$ cat src/rtl/conv_controller_if.sv
// ============================================================================
// conv_controller_if : request/response bundle between the convolution
//                      datapath sequencer (master) and conv_controller (slave)
// Revision: 1.0
// ============================================================================
`default_nettype none

interface conv_controller_if;
  logic       coeff_load_en;
  logic       sample_load_en;
  logic       new_row;
  logic       fifo_full;
  logic       modwait;
  logic [1:0] coeff_sel;
  logic       coeff_wr_en;
  logic       shift_en;
  logic       mac_clear;
  logic       mac_en;
  logic       fifo_push;
  logic       err;

  modport master (
    output coeff_load_en, sample_load_en, new_row, fifo_full,
    input  modwait, coeff_sel, coeff_wr_en, shift_en, mac_clear, mac_en,
           fifo_push, err
  );

  modport slave (
    input  coeff_load_en, sample_load_en, new_row, fifo_full,
    output modwait, coeff_sel, coeff_wr_en, shift_en, mac_clear, mac_en,
           fifo_push, err
  );
endinterface

`default_nettype wire

$ cat src/rtl/conv_controller.sv
// ============================================================================
// conv_controller : sequences coefficient loads, sample-window shifts, 3-column
//                   MAC and result push for a 3-wide convolution datapath
// Revision: 1.0
// ============================================================================
`default_nettype none

module conv_controller (
  input  wire logic           clk,
  input  wire logic           rst,
  conv_controller_if.slave    bus
);

  typedef enum logic [2:0] {
    IDLE       = 3'd0,
    LOAD_COEFF = 3'd1,
    SHIFT      = 3'd2,
    MAC        = 3'd3,
    PUSH       = 3'd4
  } state_t;

  localparam logic [1:0] C_LAST_PHASE = 2'd2;
  localparam logic [1:0] C_COL_FULL   = 2'd3;

  state_t     r_state;
  state_t     w_state_next;
  logic [1:0] r_phase;
  logic [1:0] w_phase_next;
  logic [1:0] r_col_cnt;
  logic [1:0] w_col_upd;
  logic       r_new_row;
  logic       r_err;
  logic       w_drop;
  logic       w_accept_sample;

  logic       w_modwait;
  logic [1:0] w_coeff_sel;
  logic       w_coeff_wr_en;
  logic       w_shift_en;
  logic       w_mac_clear;
  logic       w_mac_en;
  logic       w_fifo_push;

  // Coefficient requests win a same-cycle collision; the sample is the one lost.
  assign w_accept_sample = (r_state == IDLE) && bus.sample_load_en && !bus.coeff_load_en;

  assign w_drop = (r_state == IDLE) ? (bus.coeff_load_en && bus.sample_load_en)
                                    : (bus.coeff_load_en || bus.sample_load_en);

  // Window fill level after this SHIFT: restart at one column on a new row.
  assign w_col_upd = r_new_row                 ? 2'd1 :
                     (r_col_cnt == C_COL_FULL) ? C_COL_FULL :
                                                 r_col_cnt + 2'd1;

  always_ff @(posedge clk) begin
    if (rst) begin
      r_state   <= IDLE;
      r_phase   <= 2'd0;
      r_col_cnt <= 2'd0;
      r_new_row <= 1'b0;
      r_err     <= 1'b0;
    end else begin
      r_state <= w_state_next;
      r_phase <= w_phase_next;
      if (w_accept_sample) begin
        r_new_row <= bus.new_row;
      end
      if (r_state == SHIFT) begin
        r_col_cnt <= w_col_upd;
      end
      if (w_drop) begin
        r_err <= 1'b1;
      end
    end
  end

  always_comb begin
    w_state_next  = r_state;
    w_phase_next  = 2'd0;
    w_modwait     = 1'b1;
    w_coeff_sel   = 2'd0;
    w_coeff_wr_en = 1'b0;
    w_shift_en    = 1'b0;
    w_mac_clear   = 1'b0;
    w_mac_en      = 1'b0;
    w_fifo_push   = 1'b0;

    case (r_state)
      IDLE: begin
        w_modwait = 1'b0;
        if (bus.coeff_load_en) begin
          w_state_next = LOAD_COEFF;
        end else if (bus.sample_load_en) begin
          w_state_next = SHIFT;
        end
      end

      LOAD_COEFF: begin
        w_coeff_wr_en = 1'b1;
        w_coeff_sel   = r_phase;
        if (r_phase == C_LAST_PHASE) begin
          w_state_next = IDLE;
        end else begin
          w_phase_next = r_phase + 2'd1;
        end
      end

      SHIFT: begin
        w_shift_en   = 1'b1;
        w_state_next = (w_col_upd == C_COL_FULL) ? MAC : IDLE;
      end

      MAC: begin
        w_mac_en    = 1'b1;
        w_mac_clear = (r_phase == 2'd0);
        w_coeff_sel = r_phase;
        if (r_phase == C_LAST_PHASE) begin
          w_state_next = PUSH;
        end else begin
          w_phase_next = r_phase + 2'd1;
        end
      end

      PUSH: begin
        // Hold here under backpressure; the push and the exit share a cycle.
        w_fifo_push = !bus.fifo_full;
        if (!bus.fifo_full) begin
          w_state_next = IDLE;
        end
      end

      default: begin
        w_state_next = IDLE;
      end
    endcase
  end

  assign bus.modwait     = w_modwait;
  assign bus.coeff_sel   = w_coeff_sel;
  assign bus.coeff_wr_en = w_coeff_wr_en;
  assign bus.shift_en    = w_shift_en;
  assign bus.mac_clear   = w_mac_clear;
  assign bus.mac_en      = w_mac_en;
  assign bus.fifo_push   = w_fifo_push;
  assign bus.err         = r_err;

endmodule

`default_nettype wire

$ cat src/flat_wrapper.sv
// flat-port wrapper written by rule: the top's interface ports become plain ports
module conv_controller_flat 
  (clk, rst, bus_coeff_load_en, bus_sample_load_en, bus_new_row, bus_fifo_full, bus_modwait, bus_coeff_sel, bus_coeff_wr_en, bus_shift_en, bus_mac_clear, bus_mac_en, bus_fifo_push, bus_err);
  conv_controller_if bus_i ();
  input  wire logic clk;
  input  wire logic rst;
  input wire logic [$bits(bus_i.coeff_load_en)-1:0] bus_coeff_load_en;
  input wire logic [$bits(bus_i.sample_load_en)-1:0] bus_sample_load_en;
  input wire logic [$bits(bus_i.new_row)-1:0] bus_new_row;
  input wire logic [$bits(bus_i.fifo_full)-1:0] bus_fifo_full;
  output wire logic [$bits(bus_i.modwait)-1:0] bus_modwait;
  output wire logic [$bits(bus_i.coeff_sel)-1:0] bus_coeff_sel;
  output wire logic [$bits(bus_i.coeff_wr_en)-1:0] bus_coeff_wr_en;
  output wire logic [$bits(bus_i.shift_en)-1:0] bus_shift_en;
  output wire logic [$bits(bus_i.mac_clear)-1:0] bus_mac_clear;
  output wire logic [$bits(bus_i.mac_en)-1:0] bus_mac_en;
  output wire logic [$bits(bus_i.fifo_push)-1:0] bus_fifo_push;
  output wire logic [$bits(bus_i.err)-1:0] bus_err;
  assign bus_i.coeff_load_en = bus_coeff_load_en;
  assign bus_i.sample_load_en = bus_sample_load_en;
  assign bus_i.new_row = bus_new_row;
  assign bus_i.fifo_full = bus_fifo_full;
  assign bus_modwait = bus_i.modwait;
  assign bus_coeff_sel = bus_i.coeff_sel;
  assign bus_coeff_wr_en = bus_i.coeff_wr_en;
  assign bus_shift_en = bus_i.shift_en;
  assign bus_mac_clear = bus_i.mac_clear;
  assign bus_mac_en = bus_i.mac_en;
  assign bus_fifo_push = bus_i.fifo_push;
  assign bus_err = bus_i.err;
  conv_controller u_core (.clk(clk), .rst(rst), .bus(bus_i));
endmodule
$ cat config.mk
export PLATFORM = sky130hd
export DESIGN_NAME = conv_controller_flat
export DESIGN_NICKNAME = d
export VERILOG_FILES = /design/src/rtl/conv_controller_if.sv /design/src/rtl/conv_controller.sv /design/src/flat_wrapper.sv
export SDC_FILE = /design/constraint.sdc
export NUM_CORES = 1
export LEC_CHECK = 0
export ABC_AREA = 1
export CAP_MARGIN = 20
export CORE_UTILIZATION = 30
export CTS_CLUSTER_DIAMETER = 200
export DETAILED_ROUTE_END_ITERATION = 16
export PLACE_DENSITY_LB_ADDON = 0.2
export SLEW_MARGIN = 15
export SYNTH_ARGS = -nofsm -noshare
export SYNTH_HDL_FRONTEND = slang
export SYNTH_SLANG_ARGS = --single-unit
$ cat constraint.sdc
create_clock -name clk -period 3 [get_ports clk]
set_clock_uncertainty 0.05 [all_clocks]
set_input_delay 0.45 -clock clk [delete_from_list [all_inputs] [get_ports clk]]
set_output_delay 0.45 -clock clk [all_outputs]
set_load 0.02 [all_outputs]
-- Word-level counts from Yosys, hierarchy flattened
Index checks and enable logic that the tools add are counted.
- $add $sub $neg: 2
- muxes and demuxes: 17
- eq/ne operators: 11
- reduce and logical (&&, ||, !) cells: 11
- bitwise gates (word level): 1
- operator list (cell ; count):
    $mux 3 ; 5
    $pmux 3 s5 ; 1
    $mux 2 ; 4
    $mux 1 ; 7
    $eq 2x2->1 const B ; 3
    $eq 3x2->1 const B ; 2
    $add 2x1->2 const B ; 2
    $ne 2x1->1 const B ; 2
    $reduce_and 4->1 ; 1
    $eq 3x1->1 const B ; 1
    $eq 3x3->1 const B ; 1
    $logic_and 1x1->1 ; 3
    $logic_not 3->1 ; 1
    $ne 3x3->1 const B ; 1
    $reduce_or 3->1 ; 1
    $logic_not 1->1 ; 2
    $logic_not 2->1 ; 1
    $ne 2x2->1 const B ; 1
    $reduce_or 2->1 ; 1
    $logic_or 1x1->1 ; 1
    $not 1->1 ; 1
- register bits after elaboration: 9
- word-level logic and storage cells: 47
- input bits: 6
- output and inout bits: 9

-- Logic depth before layout (Yosys ltp)
- depth after elaboration: 6
- gate-level depth with buffers: 8
- depth with buffers taken out: 8

-- Worst setup path after synthesis
OpenSTA, ideal clock, no wires.
- path kind: register to output
- start point: register u_core.r_state[2]
- end point: output bus_fifo_push
- required time: 2500 ps
- cell stages (with the launch flop): 3
- path slack: 1408 ps
- buffers on the path: 0
- arrival: 1092 ps
- path through: dfxtp_1 -> inv_2 -> nor4_1
- word-level cells in the longest chain between the ends: 2
- RTL lines (what ; line ; source):
    start, declared ; conv_controller.sv:25 ; state_t r_state;
    start signal, assigned ; conv_controller.sv:63 ; r_state <= w_state_next;
    $eq 3x3->1 ; conv_controller.sv:88 ; case (r_state)
    $mux 1 ; conv_controller.sv:88 ;
    end, declared ; flat_wrapper.sv:17 ; output wire logic [$bits(bus_i.fifo_push)-1:0] bus_fifo_push;
No other way between the ends.

-- Worst setup path after layout
- start point: input bus_fifo_full
- end point: output bus_fifo_push
- word-level cells in the longest chain between the ends: 2
- RTL lines (what ; line ; source):
    start, declared ; flat_wrapper.sv:10 ; input wire logic [$bits(bus_i.fifo_full)-1:0] bus_fifo_full;
    $logic_not 1->1 ; conv_controller.sv:126 ; w_fifo_push = !bus.fifo_full;
    $mux 1 ; conv_controller.sv:88 ;
No other way between the ends.

==> metrics.txt <==
clock tree root buffer cell clkbuf_4; worst hold margin 0.374 ns; slew margin rel. 0.830; DRT Wirelength 960 um; Synth top area share 0.378; H-tree Lvls 1; top-count cell post-synth inv_1; sum of negative setup slack 0 ns; critical path arrival 1.70 ns; Starting DRT DRC Count 9; mux share of post-synthesis cell area 0; xor/xnor cell area share of the yosys netlist 0; # hold bufs at CTS 0; Vias/cell 4.42; number of gates resized after CTS 0; number of max-cap violations 0; Hold Vio Cnt, Final 0; switching power of the nets 0.102 mW; cell area after synthesis 477 um2; maximum number of pins on one net before global-route repair 7; portion of total power attributed to combinational logic 0.279; post-DP HPWL 766 um; result of the run completed; combinational family with the most area after synthesis simple AND/OR/NAND/NOR gates; vias 464; unrepaired setup endpoints after global routing false; Total Die Area 1750 um2; Main synth FF type dfxtp_1; post-synth net total 79; leak pwr 0.297 nW; Top Ports 15; number of antenna violations at the first check in global routing 0; number of buffers created by CTS 3; Port Buf Inserts 14; post-route DRC violation count 0; part of the total power dissipated in sequential elements 0.429; horizontal die dimension 41.9 um; leading post-synthesis cells by cell area dfxtp_1 (38%), inv_1 (11%), nand2_1 (10%); core footprint 1490 um2; Critical Path Start Type input port; # rows 14; WL/cell 9.14 um; register area share after synthesis 0.378; fin crit period 2.20 ns; initial core utilization 0.320; kind of capture point of the worst setup path primary output; maximum fanout count along the critical path 2; path type of the worst setup path in2out; fraction of the mapped netlist area in simple logic gates 0.354; required time of the critical path 2.50 ns; CTS clk-pin slew, worst paths 0.06 ns; Unique masters post-synth 18; Pwr Total 0.322 mW; maximum count of clock buffers along a single path 2; area leader, netlist dfxtp_1; count of flip-flops with a built-in enable after synthesis 0; total track usage 0.119; flop and latch count out of synthesis 9; cell-internal power 0.220 mW; clock network fraction of design power 0.292; share of the cycle needed by the critical path after routing 0.734; NumNets Final 98; Synth Area per Inst 6.71 um2; worst min-delay path class reg2reg; area fraction in compound gates after synthesis 0.0971; post-CTS repair timing setup buffer count 0; setup ws final 0.797 ns; power per standard cell area 485 nW/um2; vertical extent of the die 41.9 um; Area Growth Syn to Fin 39.1%; Switching Share 0.316; count of inserted antenna diode cells 0; actual transition at the worst max-transition pin 0.255 ns; global-route wire length before repair 1.52 mm; global route total overflow 0; VDD IR-drop max 0.000246 V; adder-cell share of the synthesized area 0.0525; fraction of registers with async set or reset after synthesis 0; number of clock sinks 9; Post-DRT Antenna Nets 0; number of optimization iterations in the first detailed-route pass 4; most used standard cells in the synthesized netlist inv_1 (14), nand2_1 (13), nor2_1 (12); share of cells above drive strength 1 0.124; max-slew violation count 0; achievable frequency 0.454 GHz; Mapped Cells 71; worst-case setup slack after placement 0.808 ns; YS warnings 0; final count of negative-setup-slack endpoints 0; fill cell total of the finished layout 154; GPL Wtd Cong 0.723; clock tree from TritonCTS yes; vias in the first global route 382; Skew-Pair Late Insertion Delay 0.26 ns
## metal layers
metal	wire length [um]	GRT usage	vias up	part of all wire
met1	483	0.144	198	0.50
met2	398	0.159	11	0.41
met3	67	0.0783	2	0.070
met5	0	0	-	0
met4	10	0.0581	0	0.010
li1	-	-	253	-
## cells by family (layout without fill, tap and decap cells)
group	after synthesis	in the layout
AOI/OAI and AO/OA	8	8
and+or+nand+nor	37	37
buffers and inverters	15	33
adders and majority gates	2	2
DFF	9	9
## final cells by class
class                      instances  area, um2  area share
inverter                          15       56.3      0.0849
multi-input combinational         47        240       0.362
tap                               16       20.0      0.0302
timing repair buffer              14        140       0.211
clock buffer                       4       26.3      0.0396
sequential                         9        180       0.272
## placed cells by master (no fill, tap or decap)
cell type	instances
nor2_2	3
nand2_1	13
dfxtp_1	9
nand3_1	3
inv_1	14
nor3_1	1
a21oi_1	4
clkdlybuf4s50_1	14
inv_2	1
clkbuf_4	3
nand3_2	1
clkbuf_1	1
nand2_2	1
nor2_1	12
o21ai_0	2
nor4_1	1
nor3b_1	1
ha_1	2
a21oi_2	1
o211ai_1	1
or2_2	1
## worst paths after layout
check | slack [ns] | startpoint | cells after the start | to
worst max register to register | 1.81 | u_core.r_phase[0] | 8 | u_core.r_state[1]
worst min-delay path | 0.37 | u_core.r_phase[0] | 1 | u_core.r_phase[0]
worst max-delay path | 0.80 | bus_fifo_full | 3 | bus_fifo_push
worst min register to register | 0.37 | u_core.r_phase[0] | 1 | u_core.r_phase[0]
## state kept, by name, summed over array words and instances, names as in the netlist
register and flops:
u_core.r_col_cnt 2, u_core.bus.err 1, u_core.r_phase 2, u_core.r_new_row 1, u_core.r_state 3
## worst max-delay path, stage by stage
cell and delay, ns:
clkdlybuf4s50_1 0.42, nor4_1 0.18, clkdlybuf4s50_1 0.65
## metrics by stage
stage,std cells,instance area [um2],util
5_1_grt,105,663,0.445
3_5_place_dp,101,637,0.428
2_1_floorplan,71,477,-
4_1_cts,105,663,0.445
6_report,105,663,0.445
3_3_place_gp,101,637,0.428
## power by group through the flow
stage | registers (mW) | logic, mW | clock network (mW)
floorplan | 0.141 | 0.0541 | 0
global placement | 0.141 | 0.0896 | 0
detailed placement | 0.141 | 0.0903 | 0
CTS | 0.138 | 0.0906 | 0.0980
global route | 0.139 | 0.0994 | 0.102
finish | 0.138 | 0.0898 | 0.0938
Power figures use the tool's default switching activity.
==> RTL change 1: new RTL, config.mk and constraints unchanged <==
Make the reset (`rst`) asynchronous in one clocked block.
--- a/src/rtl/conv_controller.sv
+++ b/src/rtl/conv_controller.sv
@@ -52,7 +52,7 @@
                      (r_col_cnt == C_COL_FULL) ? C_COL_FULL :
                                                  r_col_cnt + 2'd1;
 
-  always_ff @(posedge clk) begin
+  always_ff @(posedge clk or posedge rst) begin
     if (rst) begin
       r_state   <= IDLE;
       r_phase   <= 2'd0;
Formal check against the unedited RTL: differs if rst is asserted again (counterexample within 4 cycles, from zero or initial values and one cycle with rst high); with rst held inactive, the same outputs for 10 cycles.
==> RTL change 1 against the original RTL <==
  * Critical path depth is 4 higher
  * Sequential cell count did not move
  * Wire length is 4.7% higher
  * Worst setup slack worse by 110 ps
  * Via count grew 1.1%
  * Design area is 4.0% higher
  * Core utilization rose by 0.19 points
  * Final cell count is 3.8% lower
  * Count of clock-buffer cells in the layout is the same
  * Synthesized area up 5.5%
Power is not compared: it rests on default switching activity, and its combinational part moved more than twofold at a synthesized area within 25%.
==> RTL change 1: results (changes against the original RTL) <==
Routing
  – Top sig layer: met3 (was met4)
  – Met3 WL post-DR: 71 um (was 67 um)
  – Metal2 WL: 436 um (was 398 um)
  – Vias per cell: 4.64 (was 4.42)
  – M1 wire length: 497 um (was 483 um)
  – Wire per inst: 9.95 um (was 9.14 um)

Global route
  – GR Layer Usage met2: 0.176 (was 0.159)
  – Global-route wire length before repair: 1.64 mm (was 1.52 mm)
  – GRT met1 Usage: 0.155 (was 0.144)
  – All-Layer GR Usage: 0.124 (was 0.119)
  – M3 GR Usage: 0.0638 (was 0.0783)
  – Vias in the first global route: 411 (was 382)

Timing
  – Tightest hold margin: 407 ps (was 374 ps)
  – Worst Tran Pin Value: 372 ps (was 255 ps)

Worst setup path
  – Worst Reg-to-Reg Cells: 6 (was 8)
  – Worst EP arrival: 1820 ps (was 1700 ps)
  – Flop2flop setup slack: 1790 ps (was 1810 ps)
  – Reg2Reg Capture Point: u_core.r_state[1]$_DFFE_PP0P_ (was u_core.r_state[1]$_SDFFE_PP0P_)
  – CP endpoint: bus_coeff_sel[1] (was bus_fifo_push)
  – Crit path from: u_core.r_state[0]$_DFFE_PP0P_ (was bus_fifo_full)

Final layout
  – Fin util: 0.447 (was 0.445)
  – Final-layout clock-cell area share: 0.0381 (was 0.0396)
  – Seq/total area: 0.327 (was 0.272)
  – Multi-input gate area: 233 sq um (was 240 sq um)
  – #MultiIn Comb: 46 (was 47)
  – Final non-clock buffer share: 0.203 (was 0.211)
  – Share of layout cells above drive strength 1: 0.165 (was 0.124)
  – Fillers: 158 (was 154)
  – Nonclk inv count: 12 (was 15)

Logic synthesis
  – Synth area leaders: dfrtp_1 (45%), nand2_1 (13%), inv_1 (7.5%) (was dfxtp_1 (38%), inv_1 (11%), nand2_1 (10%))
  – Post-Syn Instances: 67 (was 71)
  – Mapped Nets: 73 (was 79)
  – Mean post-synth cell area: 7.51 sq um (was 6.71 sq um)
  – Post-synth top cells: nand2_1 (17), inv_1 (10), dfrtp_1 (9), nor2_1 (6), nand3_1 (5) (was inv_1 (14), nand2_1 (13), nor2_1 (12), dfxtp_1 (9), a21oi_1 (4))
  – Post-synthesis cell type count: 17 (was 18)

Status
  – Outcome: complete, no violations (unchanged)

Placed design
  – DP HPWL: 770 um (was 766 um)
  – Port Buffers: 14 (unchanged)

Hold path
  – Worst hold path type: input port to asynchronous set/reset pin (was register to register)
## RTL change 1: cell count changes after synthesis, sizes merged, moves of 2 or more
| cell | before | now |
|---|---|---|
| dfxtp | 9 | 0 |
| nand2 | 14 | 19 |
| o21ai | 2 | 4 |
| a21oi | 5 | 1 |
| dfrtp | 0 | 9 |
| inv | 15 | 12 |
| nor2 | 15 | 10 |
| nor3 | 1 | 4 |
| ha | 2 | 0 |
## RTL change 1: where the power goes
group	total [W]	internal (W)	switching [W]
Sequential	0.000220	0.000168	0.0000523
Clock	0.0000945	0.0000513	0.0000432
Combinational	0.000355	0.000146	0.000209
## RTL change 1: per-stage QoR
step	worst slack [ps]	total power, W
after floorplan	1270	0.000455
after global placement	829	0.000575
after detailed placement	823	0.000576
after CTS	659	0.000678
after global routing	546	0.000729
final	683	0.000669
## RTL change 1: kinds of logic (layout without fill, tap and decap cells)
kind of cell	Yosys count	in the layout	synth area share
simple gates	41	41	0.413
buf+inv	12	30	0.0896
flops	9	9	0.448
compound gates	5	5	0.0497
==> RTL change 2: new RTL, same settings <==
Made on the original files. Re-encode `state_t` (5 states) as one-hot, 5 bits wide.
--- a/src/rtl/conv_controller.sv
+++ b/src/rtl/conv_controller.sv
@@ -11,12 +11,12 @@
   conv_controller_if.slave    bus
 );
 
-  typedef enum logic [2:0] {
-    IDLE       = 3'd0,
-    LOAD_COEFF = 3'd1,
-    SHIFT      = 3'd2,
-    MAC        = 3'd3,
-    PUSH       = 3'd4
+  typedef enum logic [4:0] {
+    IDLE       = 5'b00001,
+    LOAD_COEFF = 5'b00010,
+    SHIFT      = 5'b00100,
+    MAC        = 5'b01000,
+    PUSH       = 5'b10000
   } state_t;
 
   localparam logic [1:0] C_LAST_PHASE = 2'd2;
Behaviour: no difference found for any inputs over 10 cycles, from zero or initial values and one cycle with rst high; not proved beyond that.
==> RTL change 2 against the original RTL <==
  * Total power increased by 17%
  * Design area increased by 27%
  * Core utilization fell by 2.4 points
  * Non-clock buffer count did not move
  * Sequential cell count rose by 2
  * Synthesized area increased by 36%
  * Clock power increased by 7%
  * Wire length up 22%
  * Worst setup slack got worse by 89 ps
  * Critical path type is now register to output port
==> RTL change 2: results (changes against the original RTL) <==
Status
  – Outcome: complete, no violations (unchanged)

Worst setup path
  – Reg2Reg Capture Point: u_core.r_state[0]$_SDFFE_PP1P_ (was u_core.r_state[1]$_SDFFE_PP0P_)
  – Worst Path Max Fanout: 4 (was 2)
  – CP endpoint: bus_coeff_sel[1] (was bus_fifo_push)
  – Flop2flop setup slack: 1740 ps (was 1810 ps)
  – Worst path max stage delay: 600 ps (was 650 ps)
  – Crit path from: u_core.r_state[1]$_SDFFE_PP0P_ (was bus_fifo_full)
  – Worst EP arrival: 1790 ps (was 1700 ps)
  – Worst Reg-to-Reg Cells: 7 (was 8)

Timing
  – Worst Tran Pin Value: 349 ps (was 255 ps)
  – Setup ws final: 708 ps (was 797 ps)

Logic synthesis
  – Area share of fa/ha/maj cells after synthesis: 0.0386 (was 0.0525)
  – Post-synthesis cell type count: 20 (was 18)
  – Mapped Nets: 97 (was 79)
  – Compound-Gate Fraction of Synth Area: 0.0695 (was 0.0971)
  – Post-synth top cells: inv_1 (15), dfxtp_1 (11), nand2_1 (11), nor2_1 (10), a21oi_1 (8) (was inv_1 (14), nand2_1 (13), nor2_1 (12), dfxtp_1 (9), a21oi_1 (4))
  – Sequential fraction of the synthesis area: 0.340 (was 0.378)
  – Post-Syn Instances: 89 (was 71)

Routing
  – Final wirelength: 1.17 mm (was 960 um)
  – Vias per cell: 4.23 (was 4.42)
  – M1 wire length: 602 um (was 483 um)
  – DR iter-0 viols: 8 (was 9)

Global route
  – Vias in the first global route: 544 (was 382)
  – Global-route wire length before repair: 2.15 mm (was 1.52 mm)
  – M3 GR Usage: 0.0220 (was 0.0783)
  – GR Layer Usage met2: 0.188 (was 0.159)
  – GRT met1 Usage: 0.139 (was 0.144)

Final layout
  – Fin nets: 115 (was 98)
  – Fillers: 219 (was 154)
  – Biggest regs: u_core.r_state x5, u_core.r_col_cnt x2, u_core.r_phase x2 (was u_core.r_state x3, u_core.r_col_cnt x2, u_core.r_phase x2)
  – Share of layout cells above drive strength 1: 0.226 (was 0.124)

Pwr
  – Pwr Total: 0.000377 W (was 0.000322 W)
  – VDD IR-drop max: 0.198 mV (was 0.246 mV)
  – Leakage: 0.350 nW (was 0.297 nW)
  – Sequential group power: 0.000166 W (was 0.000138 W)
  – Psw: 0.000121 W (was 0.000102 W)

Placed design
  – Final GP Congestion: 0.768 (was 0.723)
  – Placed instance area: 818 sq um (was 637 sq um)
  – Dpl ws: 910 ps (was 808 ps)
## RTL change 2: changes by cell type in the layout (fill, tap and decap cells not counted), sizes merged
cell,change
nand3,+5
nor3b,-1
and2,+1
nor3,-1
o211ai,-1
dfxtp,+2
nand3b,+1
nand4,+2
nor4,-1
nand2,+1
o21ai,-1
nor2,+3
a21oi,+3
inv,+4
## RTL change 2: logic make-up after synthesis
kind of cell | count (synthesis)
adders and majority gates | 2
AOI/OAI and AO/OA | 9
buffers and inverters | 20
DFF | 11
and+or+nand+nor | 47
## RTL change 2: cell type report
type / count / area [sq um] / share of cell area
Clock buffer: 4 / 26.3 / 0.0311
Inverter: 19 / 71.3 / 0.0844
Multi-Input combinational cell: 58 / 353 / 0.418
Sequential cell: 11 / 220 / 0.261
Tap cell: 27 / 33.8 / 0.0400
Timing Repair Buffer: 14 / 140 / 0.166
